[src/rtl/cursor_ctrl_if.sv]
// Keyboard, selection handshake and pixel-write signals of the board cursor controller.
// master is the controller side, slave is the keyboard/consumer/framebuffer side.
interface cursor_ctrl_if #(
  parameter int CW = 3
);
  logic          key_up;
  logic          key_down;
  logic          key_left;
  logic          key_right;
  logic          key_enter;
  logic          sel_ready;
  logic [CW-1:0] cur_col;
  logic [CW-1:0] cur_row;
  logic          sel_valid;
  logic [CW-1:0] sel_col;
  logic [CW-1:0] sel_row;
  logic [7:0]    plot_x;
  logic [6:0]    plot_y;
  logic [2:0]    plot_colour;
  logic          plot_we;
  logic          busy;

  modport master (
    input  key_up, key_down, key_left, key_right, key_enter, sel_ready,
    output cur_col, cur_row, sel_valid, sel_col, sel_row,
           plot_x, plot_y, plot_colour, plot_we, busy
  );

  modport slave (
    output key_up, key_down, key_left, key_right, key_enter, sel_ready,
    input  cur_col, cur_row, sel_valid, sel_col, sel_row,
           plot_x, plot_y, plot_colour, plot_we, busy
  );
endinterface

[src/rtl/cursor_ctrl.sv]
// Board cursor controller: moves a cell cursor from decoded keys, redraws the cell
// outline through a pixel-write port and hands selections to a consumer.
module cursor_ctrl #(
  parameter int         BOARD_N   = 8,
  parameter int         CELL_PX   = 8,
  parameter bit         WRAP      = 1'b0,
  parameter int         ORIGIN_X  = 16,
  parameter int         ORIGIN_Y  = 8,
  parameter logic [2:0] CUR_COL   = 3'b110,
  parameter logic [2:0] ERASE_COL = 3'b000
) (
  input logic          clk,
  input logic          resetn,
  cursor_ctrl_if.master bus
);
  localparam int CW = (BOARD_N > 1) ? $clog2(BOARD_N) : 1;
  localparam int PW = (CELL_PX > 1) ? $clog2(CELL_PX) : 1;
  localparam logic [CW-1:0] LAST_CELL = CW'(BOARD_N - 1);
  localparam logic [PW-1:0] LAST_PX   = PW'(CELL_PX - 1);

  typedef enum logic [2:0] {
    S_INIT     = 3'd0,
    S_IDLE     = 3'd1,
    S_ERASE    = 3'd2,
    S_DRAW     = 3'd3,
    S_SEL      = 3'd4,
    S_WAIT_REL = 3'd5
  } state_t;

  state_t        state;
  logic [CW-1:0] curCol, curRow, prevCol, prevRow, selCol, selRow;
  logic          selValid;
  logic [PW-1:0] px_p0, py_p0;
  logic [7:0]    plotX_p1;
  logic [6:0]    plotY_p1;
  logic [2:0]    plotCol_p1;
  logic          vld_p1;

  logic          anyKey, moveReq, moveOk, drawing, lastPx;
  logic [CW-1:0] nxtCol, nxtRow, phaseCol, phaseRow;
  logic [2:0]    phaseColour;

  function automatic logic [7:0] pixX(input logic [CW-1:0] c, input logic [PW-1:0] p);
    int v;
    v = ORIGIN_X + int'(c) * CELL_PX + int'(p);
    return 8'(v);
  endfunction

  function automatic logic [6:0] pixY(input logic [CW-1:0] r, input logic [PW-1:0] p);
    int v;
    v = ORIGIN_Y + int'(r) * CELL_PX + int'(p);
    return 7'(v);
  endfunction

  function automatic logic isBorder(input logic [PW-1:0] x, input logic [PW-1:0] y);
    return (x == '0) || (x == LAST_PX) || (y == '0) || (y == LAST_PX);
  endfunction

  assign anyKey = bus.key_up | bus.key_down | bus.key_left | bus.key_right | bus.key_enter;
  assign drawing = (state == S_INIT) || (state == S_ERASE) || (state == S_DRAW);
  assign lastPx = (px_p0 == LAST_PX) && (py_p0 == LAST_PX);
  assign phaseCol = (state == S_ERASE) ? prevCol : curCol;
  assign phaseRow = (state == S_ERASE) ? prevRow : curRow;
  assign phaseColour = (state == S_ERASE) ? ERASE_COL : CUR_COL;

  // Key priority: enter, up, down, left, right; an edge move is blocked unless WRAP.
  always_comb begin
    moveReq = 1'b0;
    moveOk  = 1'b0;
    nxtCol  = curCol;
    nxtRow  = curRow;
    if (bus.key_enter) begin
      moveReq = 1'b0;
    end else if (bus.key_up) begin
      moveReq = 1'b1;
      if (curRow != '0) begin nxtRow = curRow - 1'b1; moveOk = 1'b1; end
      else if (WRAP)    begin nxtRow = LAST_CELL;     moveOk = 1'b1; end
    end else if (bus.key_down) begin
      moveReq = 1'b1;
      if (curRow != LAST_CELL) begin nxtRow = curRow + 1'b1; moveOk = 1'b1; end
      else if (WRAP)           begin nxtRow = '0;            moveOk = 1'b1; end
    end else if (bus.key_left) begin
      moveReq = 1'b1;
      if (curCol != '0) begin nxtCol = curCol - 1'b1; moveOk = 1'b1; end
      else if (WRAP)    begin nxtCol = LAST_CELL;     moveOk = 1'b1; end
    end else if (bus.key_right) begin
      moveReq = 1'b1;
      if (curCol != LAST_CELL) begin nxtCol = curCol + 1'b1; moveOk = 1'b1; end
      else if (WRAP)           begin nxtCol = '0;            moveOk = 1'b1; end
    end
  end

  always_ff @(posedge clk) begin
    if (!resetn) begin
      state      <= S_INIT;
      px_p0      <= '0;
      py_p0      <= '0;
      curCol     <= '0;
      curRow     <= '0;
      prevCol    <= '0;
      prevRow    <= '0;
      selValid   <= 1'b0;
      selCol     <= '0;
      selRow     <= '0;
      vld_p1     <= 1'b0;
      plotX_p1   <= '0;
      plotY_p1   <= '0;
      plotCol_p1 <= '0;
    end else begin
      // Stage p0 -> p1: the pixel counter drives the registered write port one cycle later.
      if (drawing) begin
        vld_p1     <= isBorder(px_p0, py_p0);
        plotX_p1   <= pixX(phaseCol, px_p0);
        plotY_p1   <= pixY(phaseRow, py_p0);
        plotCol_p1 <= phaseColour;
        if (px_p0 == LAST_PX) begin
          px_p0 <= '0;
          py_p0 <= py_p0 + 1'b1;
        end else begin
          px_p0 <= px_p0 + 1'b1;
        end
      end else begin
        vld_p1 <= 1'b0;
      end

      case (state)
        S_INIT: if (lastPx) state <= S_IDLE;
        S_IDLE: begin
          if (bus.key_enter) begin
            selValid <= 1'b1;
            selCol   <= curCol;
            selRow   <= curRow;
            state    <= S_SEL;
          end else if (moveReq) begin
            if (moveOk) begin
              prevCol <= curCol;
              prevRow <= curRow;
              curCol  <= nxtCol;
              curRow  <= nxtRow;
              px_p0   <= '0;
              py_p0   <= '0;
              state   <= S_ERASE;
            end else begin
              state <= S_WAIT_REL;
            end
          end
        end
        S_ERASE: begin
          if (lastPx) begin
            px_p0 <= '0;
            py_p0 <= '0;
            state <= S_DRAW;
          end
        end
        S_DRAW: if (lastPx) state <= S_WAIT_REL;
        S_SEL: begin
          if (bus.sel_ready) begin
            selValid <= 1'b0;
            state    <= S_WAIT_REL;
          end
        end
        S_WAIT_REL: if (!anyKey) state <= S_IDLE;
        default: begin
          px_p0 <= '0;
          py_p0 <= '0;
          state <= S_INIT;
        end
      endcase
    end
  end

  assign bus.cur_col     = curCol;
  assign bus.cur_row     = curRow;
  assign bus.sel_valid   = selValid;
  assign bus.sel_col     = selCol;
  assign bus.sel_row     = selRow;
  assign bus.plot_x      = plotX_p1;
  assign bus.plot_y      = plotY_p1;
  assign bus.plot_colour = plotCol_p1;
  assign bus.plot_we     = vld_p1;
  assign bus.busy        = (state != S_IDLE);
endmodule

[src/flat_wrapper.sv]
// flat-port wrapper written by rule: the top's interface ports become plain ports
module cursor_ctrl_flat 
#(
  parameter int         BOARD_N   = 8,
  parameter int         CELL_PX   = 8,
  parameter bit         WRAP      = 1'b0,
  parameter int         ORIGIN_X  = 16,
  parameter int         ORIGIN_Y  = 8,
  parameter logic [2:0] CUR_COL   = 3'b110,
  parameter logic [2:0] ERASE_COL = 3'b000
)
  (clk, resetn, bus_key_up, bus_key_down, bus_key_left, bus_key_right, bus_key_enter, bus_sel_ready, bus_cur_col, bus_cur_row, bus_sel_valid, bus_sel_col, bus_sel_row, bus_plot_x, bus_plot_y, bus_plot_colour, bus_plot_we, bus_busy);
  cursor_ctrl_if #(.CW(3)) bus_i ();
  input logic clk;
  input logic resetn;
  input wire logic [$bits(bus_i.key_up)-1:0] bus_key_up;
  input wire logic [$bits(bus_i.key_down)-1:0] bus_key_down;
  input wire logic [$bits(bus_i.key_left)-1:0] bus_key_left;
  input wire logic [$bits(bus_i.key_right)-1:0] bus_key_right;
  input wire logic [$bits(bus_i.key_enter)-1:0] bus_key_enter;
  input wire logic [$bits(bus_i.sel_ready)-1:0] bus_sel_ready;
  output wire logic [$bits(bus_i.cur_col)-1:0] bus_cur_col;
  output wire logic [$bits(bus_i.cur_row)-1:0] bus_cur_row;
  output wire logic [$bits(bus_i.sel_valid)-1:0] bus_sel_valid;
  output wire logic [$bits(bus_i.sel_col)-1:0] bus_sel_col;
  output wire logic [$bits(bus_i.sel_row)-1:0] bus_sel_row;
  output wire logic [$bits(bus_i.plot_x)-1:0] bus_plot_x;
  output wire logic [$bits(bus_i.plot_y)-1:0] bus_plot_y;
  output wire logic [$bits(bus_i.plot_colour)-1:0] bus_plot_colour;
  output wire logic [$bits(bus_i.plot_we)-1:0] bus_plot_we;
  output wire logic [$bits(bus_i.busy)-1:0] bus_busy;
  assign bus_i.key_up = bus_key_up;
  assign bus_i.key_down = bus_key_down;
  assign bus_i.key_left = bus_key_left;
  assign bus_i.key_right = bus_key_right;
  assign bus_i.key_enter = bus_key_enter;
  assign bus_i.sel_ready = bus_sel_ready;
  assign bus_cur_col = bus_i.cur_col;
  assign bus_cur_row = bus_i.cur_row;
  assign bus_sel_valid = bus_i.sel_valid;
  assign bus_sel_col = bus_i.sel_col;
  assign bus_sel_row = bus_i.sel_row;
  assign bus_plot_x = bus_i.plot_x;
  assign bus_plot_y = bus_i.plot_y;
  assign bus_plot_colour = bus_i.plot_colour;
  assign bus_plot_we = bus_i.plot_we;
  assign bus_busy = bus_i.busy;
  cursor_ctrl #(.BOARD_N(BOARD_N), .CELL_PX(CELL_PX), .WRAP(WRAP), .ORIGIN_X(ORIGIN_X), .ORIGIN_Y(ORIGIN_Y), .CUR_COL(CUR_COL), .ERASE_COL(ERASE_COL)) u_core (.clk(clk), .resetn(resetn), .bus(bus_i));
endmodule
[config.mk]
export PLATFORM = sky130hd
export DESIGN_NAME = cursor_ctrl_flat
export DESIGN_NICKNAME = d
export VERILOG_FILES = /design/src/rtl/cursor_ctrl_if.sv /design/src/rtl/cursor_ctrl.sv /design/src/flat_wrapper.sv
export SDC_FILE = /design/constraint.sdc
export NUM_CORES = 1
export LEC_CHECK = 0
export CORE_MARGIN = 2
export CORE_UTILIZATION = 45
export CTS_BUF_LIST = sky130_fd_sc_hd__clkbuf_4 sky130_fd_sc_hd__clkbuf_8 sky130_fd_sc_hd__clkbuf_16
export DETAILED_ROUTE_END_ITERATION = 10
export GPL_ROUTABILITY_DRIVEN = 0
export PLACE_DENSITY = 0.83
export SETUP_SLACK_MARGIN = 0.02
export SYNTH_ARGS = -nofsm -noshare
export SYNTH_HDL_FRONTEND = slang
export SYNTH_SLANG_ARGS = --single-unit
[constraint.sdc]
create_clock -name clk -period 2.8 [get_ports clk]
set_clock_uncertainty 0.1 [all_clocks]
set_input_delay 0.42 -clock clk [delete_from_list [all_inputs] [get_ports clk]]
set_output_delay 0.42 -clock clk [all_outputs]
set_load 0.05 [all_outputs]
# [Word-level counts from Yosys, hierarchy flattened]
# Index checks and enable logic that the tools add are counted.
[totals] input_bits=8 register_bits=47
[op_classes] n_bitwise=7 n_addsub=10 eq_ne=19 reduce_logical=24 mux=51
[ops] operator="3-bit 2-to-1 mux" n=31
[ops] operator="3-bit case mux with 3 select lines" n=2
[ops] operator="3-bit case mux with 6 select lines" n=1
[ops] operator="1-bit 2-to-1 mux" n=16
[ops] operator="3-bit by 1-bit adder with 3-bit output, second input constant" n=4
[ops] operator="3-bit == test, second input constant" n=4
[ops] operator="2-bit by 1-bit != test with 1-bit output, second input constant" n=5
[ops] operator="2-bit nonzero test" n=5
[ops] operator="3-bit logical NOT" n=3
[ops] operator="9-bit AND reduction" n=1
[ops] operator="8-bit by 4-bit adder with 8-bit output" n=1
[ops] operator="4-bit by 6-bit adder with 7-bit output, first input constant" n=1
[ops] operator="5-bit by 6-bit adder with 7-bit output, first input constant" n=1
[ops] operator="7-bit by 4-bit adder with 7-bit output" n=1
[ops] operator="7-bit AND reduction" n=1
[ops] operator="3-bit by 2-bit == test with 1-bit output, second input constant" n=2
[ops] operator="2-bit != test, second input constant" n=3
[ops] operator="3-bit != test, second input constant" n=2
[ops] operator="6-bit AND reduction" n=1
[ops] operator="3-bit nonzero test" n=2
[ops] operator="3-bit by 1-bit subtractor with 3-bit output, second input constant" n=2
[ops] operator="1-bit logical OR" n=5
[ops] operator="1-bit bitwise OR" n=4
[ops] operator="2-bit AND reduction" n=2
[ops] operator="other kinds (9)" n=11

# [Longest topological paths before layout]
[logic_depth] depth_word=11 mapped_depth=8 mapped_depth_nobuf=7

# [Worst setup path after synthesis]
# No wires, ideal clock.
[synth_timing] path_type="reg2reg" from="register u_core.curCol[0], in the netlist u_core.bus.cur_col[0]" to="register u_core.curCol[0], in the netlist u_core.bus.cur_col[0]" t_arrival_ps=2246 path_buffers=2 path_stages_with_launch=8 path_slack_ps=339 path_cell_list="dfxtp_1 -> clkbuf_1 -> nor4b_1 -> or4_4 -> or3_1 -> buf_2 -> xnor2_1 -> and2_1"
[synth_between] elab_chain_cells=8 elab_cells_between_ends=18 classes_between="add/sub (2); eq/ne (2); mux (11); reduce/logical (3)"
[synth_lines] element="from (decl)" line_no="cursor_ctrl.sv:31" rtl="logic [CW-1:0] curCol, curRow, prevCol, prevRow, selCol, selRow;"
[synth_lines] element="from (signal assigned)" line_no="cursor_ctrl.sv:138" rtl="curCol <= nxtCol;"
[synth_lines] element="3-bit != test" line_no="cursor_ctrl.sv:88" rtl="if (curCol != LAST_CELL) begin nxtCol = curCol + 1'b1; moveOk = 1'b1; end"
[synth_lines] element="1-bit 2-to-1 mux" line_no="cursor_ctrl.sv:88"
[synth_lines] element="1-bit 2-to-1 mux" line_no="cursor_ctrl.sv:86" rtl="end else if (bus.key_right) begin"
[synth_lines] element="1-bit 2-to-1 mux" line_no="cursor_ctrl.sv:82" rtl="end else if (bus.key_left) begin"
[synth_lines] element="1-bit 2-to-1 mux" line_no="cursor_ctrl.sv:78" rtl="end else if (bus.key_down) begin"
[synth_lines] element="1-bit 2-to-1 mux" line_no="cursor_ctrl.sv:74" rtl="end else if (bus.key_up) begin"
[synth_lines] element="1-bit 2-to-1 mux" line_no="cursor_ctrl.sv:72" rtl="if (bus.key_enter) begin"
[synth_lines] element="9-bit AND reduction (no line)"
# Parallel ways exist; a longest one is shown, timed or not. The select of a mux whose other input is x is not followed.
# A chain may end at the register's enable or synchronous reset.

# [Final worst setup path]
[layout_timing] from="register u_core.state[0]" to="output port bus_busy"
[layout_between] elab_chain_cells=1
[layout_lines] element="from (decl)" line_no="cursor_ctrl.sv:30" rtl="state_t state;"
[layout_lines] element="from (signal assigned)" line_no="cursor_ctrl.sv:95" rtl="state <= S_INIT;"
[layout_lines] element="from (signal assigned)" line_no="cursor_ctrl.sv:127" rtl="S_INIT: if (lastPx) state <= S_IDLE;"
[layout_lines] element="from (signal assigned)" line_no="cursor_ctrl.sv:133" rtl="state <= S_SEL;"
[layout_lines] element="3-bit by 1-bit != test with 1-bit output" line_no="cursor_ctrl.sv:181" rtl="assign bus.busy = (state != S_IDLE);"
[layout_lines] element="to (decl)" line_no="flat_wrapper.sv:31" rtl="output wire logic [$bits(bus_i.busy)-1:0] bus_busy;"
# Every way passes these cells.

==> flow_summary.toml <==
[floorplanning]
die_w_um = 73.6
rows = 25
ios = 41
core_um2 = 4690
die_h_um = 73.6
dieArea_um2 = 5410
floorplan.initialDensity_pct = 46.4

[cts]
cts-hold-fix-buffers = 0
cts_root_buf = "clkbuf_8"
numCtsBuffers = 5
clkTransAtPathRegs_ns = 0.08
cts_setup_buffers = 0
cts.path.max_buffers = 2
cts_tree = "yes"
insertion_delay_ns = 0.29
cts_max_level = 2
ctsResizeCount = 0
cts.sinks = 44

[setup_path]
crit_family = "buffers and inverters"
end_kind = "output pin"
worst_ep_required_time_ns = 2.28
arrival_ns = 2.01
slowest_delay_ns = 0.74
cp_num_buf_inv = 1
startpoint_type = "flip-flop"
cpMaxStageDelayCell = "clkdlybuf4s50_1"
crit_chain = "or3b_1 -> clkdlybuf4s50_1"
path_max_fanout = 11
crit_type = "flip-flop to output pin"

[global_route]
grt_pass1_vias = 1584
grt_max_degree = 29
grt_remaining_overflow = 0
track_usage_pct = 16.7
antenna_found_initial = 0
grt_first_pass_wirelength_mm = 7.07

[synth]
yosysTopAreaCell = "dfxtp_1"
synthMuxAreaShare_pct = 6.26
synth_cells = 257
synth_edf_count = 0
async_flop_share_pct = 0
synthSimpleGateAreaFrac_pct = 22.5
synth_area_per_cell_um2 = 8.48
synth_xor_area_share_pct = 2.81
synth_seq_area_share_pct = 40.4
ys_types = 44
yosysTopAreaCellShare_pct = 40.4
synth-compound-area-share_pct = 15.1
synth_top_family_by_area = "simple AND/OR/NAND/NOR gates"
synth_ff_type = "dfxtp_1"
synthAdderAreaFrac_pct = 6.43
ys_ff_latch = 44
synthesis.area_um2 = 2180
yosysWarnings = 0
synthTopCellsByArea = "dfxtp_1, nand2_1, ha_1"

[route]
vias_per_cell = 5.20
avgRoutedWirePerCell_um = 12.5
drt-total-wl_mm = 4.29
drtIter0Drc = 115
drc = 0
first_pass_iters = 4
ant_nets = 0
vias = 1779

[finish]
nNetsFinal = 305
syn2layout_area_growth_pct = 22.3
layout_common_cells = "dfxtp_1, nand2_1, clkdlybuf4s50_1, inv_1, a21oi_1"
diodes = 0
drive_gt1_share_pct = 6.94
fillerInstances = 418
final_cell_area_um2 = 2670
layout_commonest_cell = "dfxtp_1"

[power_and_ir_drop]
powerDensity_nw_per_um2 = 527
power.leakage_nw = 0.989
fin_total_pwr_mw = 1.40
irDropWorstVdd_mv = 0.283

[sta]
fin_ws_ns = 0.275
finalCritPeriodShare_pct = 90.2
tns_ns = 0
rsz0062_at_grt = "false"
finalSetupViolations = 0
final_hold_viol_count = 0
fmax_mhz = 396
finalCriticalPeriod_ns = 2.53
slew-limit-headroom_pct = 56.1
final-max-slew-violation-count = 0
max_slew.worst_pin.slew_ns = 0.656

[run_status]
status = "completed"

[placed_design]
place_ws_ns = 0.0975
dpl_cell_area_um2 = 2570
dp_hpwl_mm = 3.07
port_buffers = 38

[flow_run]
max-cap-violations = 0

[min_path]
hold_class = "flip-flop to flip-flop"
==> final timing paths <==
check,cells past startpoint,start,slack [ns],end
setup / recovery,2,u_core.state[0],0.27,bus_busy
hold reg to reg,2,u_core.prevRow[2],0.36,u_core.prevRow[2]
hold / removal,2,u_core.prevRow[2],0.36,u_core.prevRow[2]
setup reg to reg,6,u_core.state[1],0.51,u_core.bus.plot_y[5]
==> layout make-up <==
type                       instances  area (um2)  share of cell area [%]
tap                               54        67.6                    2.54
multi-input combinational        181        1160                    43.7
inverter                          14        52.6                    1.97
timing repair buffer              41         403                    15.1
clock buffer                       7        90.1                    3.38
clock inverter                     1        7.51                   0.282
sequential                        44         881                    33.1
==> through the flow <==
step                instances  utilization [%]  hold slack (ns)
global route              342             56.8            0.385
floorplan                 258                -            0.332
detailed placement        334             54.7            0.351
finish                    342             56.8            0.361
global placement          334             54.7            0.342
CTS                       342             56.8            0.363
==> state kept, by name, summed over array words and instances (netlist names) <==
| name | count |
|---|---|
| u_core.bus.plot_colour | 1 |
| u_core.bus.cur_col | 3 |
| u_core.py_p0 | 3 |
| u_core.bus.sel_row | 3 |
| u_core.bus.sel_col | 3 |
| u_core.bus.cur_row | 3 |
| u_core.prevCol | 3 |
| u_core.bus.plot_we | 1 |
| u_core.bus.sel_valid | 1 |
| u_core.px_p0 | 3 |
| u_core.bus.plot_x | 7 |
| u_core.bus.plot_y | 7 |
| u_core.prevRow | 3 |
| u_core.state | 3 |
==> worst reg2reg max path, cell delays in order (launching register included) <==
cell and delay [ns]:
dfxtp_1 0.53, nand2b_1 0.19, nor2_1 0.37, mux2_2 0.42, ha_1 0.20, mux2_2 0.26
a21boi_0 0.15
==> synthesized netlist by cell type (3+ instances only) <==
master and n:
inv_1 14, mux2_2 5, a21boi_0 10, dfxtp_1 44
nand2b_1 3, clkbuf_1 14, nand3_1 10, o22ai_1 3
nand2_1 43, nor2_1 11, ha_1 8, buf_4 3
xor2_1 3, o31ai_1 3, xnor2_1 4, nor2b_1 7
nor4b_1 3, a21oi_1 13, o21ai_0 11, and2_1 7
mux2i_1 8
==> cells by family (layout without fill, tap and decap cells) <==
| group | Yosys count | in the layout |
|---|---|---|
| other | 1 | 2 |
| AO/OA/AOI/OAI | 51 | 51 |
| buffers and inverters | 33 | 63 |
| XOR/XNOR | 7 | 7 |
| flip-flops | 44 | 44 |
| multiplexers | 13 | 13 |
| AND/OR/NAND/NOR | 98 | 98 |
| adder cells (fa/ha/maj) | 10 | 10 |
==> where the power goes <==
part	total, mW	leakage, nW	internal (mW)	switching (mW)
Clock	0.417	0.0479	0.210	0.207
Sequential	0.694	0.357	0.661	0.0333
Combinational	0.294	0.585	0.111	0.183
==> per-layer routing <==
metal | vias to the layer above | global-route usage [%] | part of all wire (%)
li1 | 924 | - | -
met1 | 800 | 21.6 | 47
met2 | 45 | 27.3 | 47
met3 | 10 | 3.43 | 3.9
met4 | 0 | 6.46 | 1.9
met5 | - | 0 | 0
(Power assumes the default switching activity.)
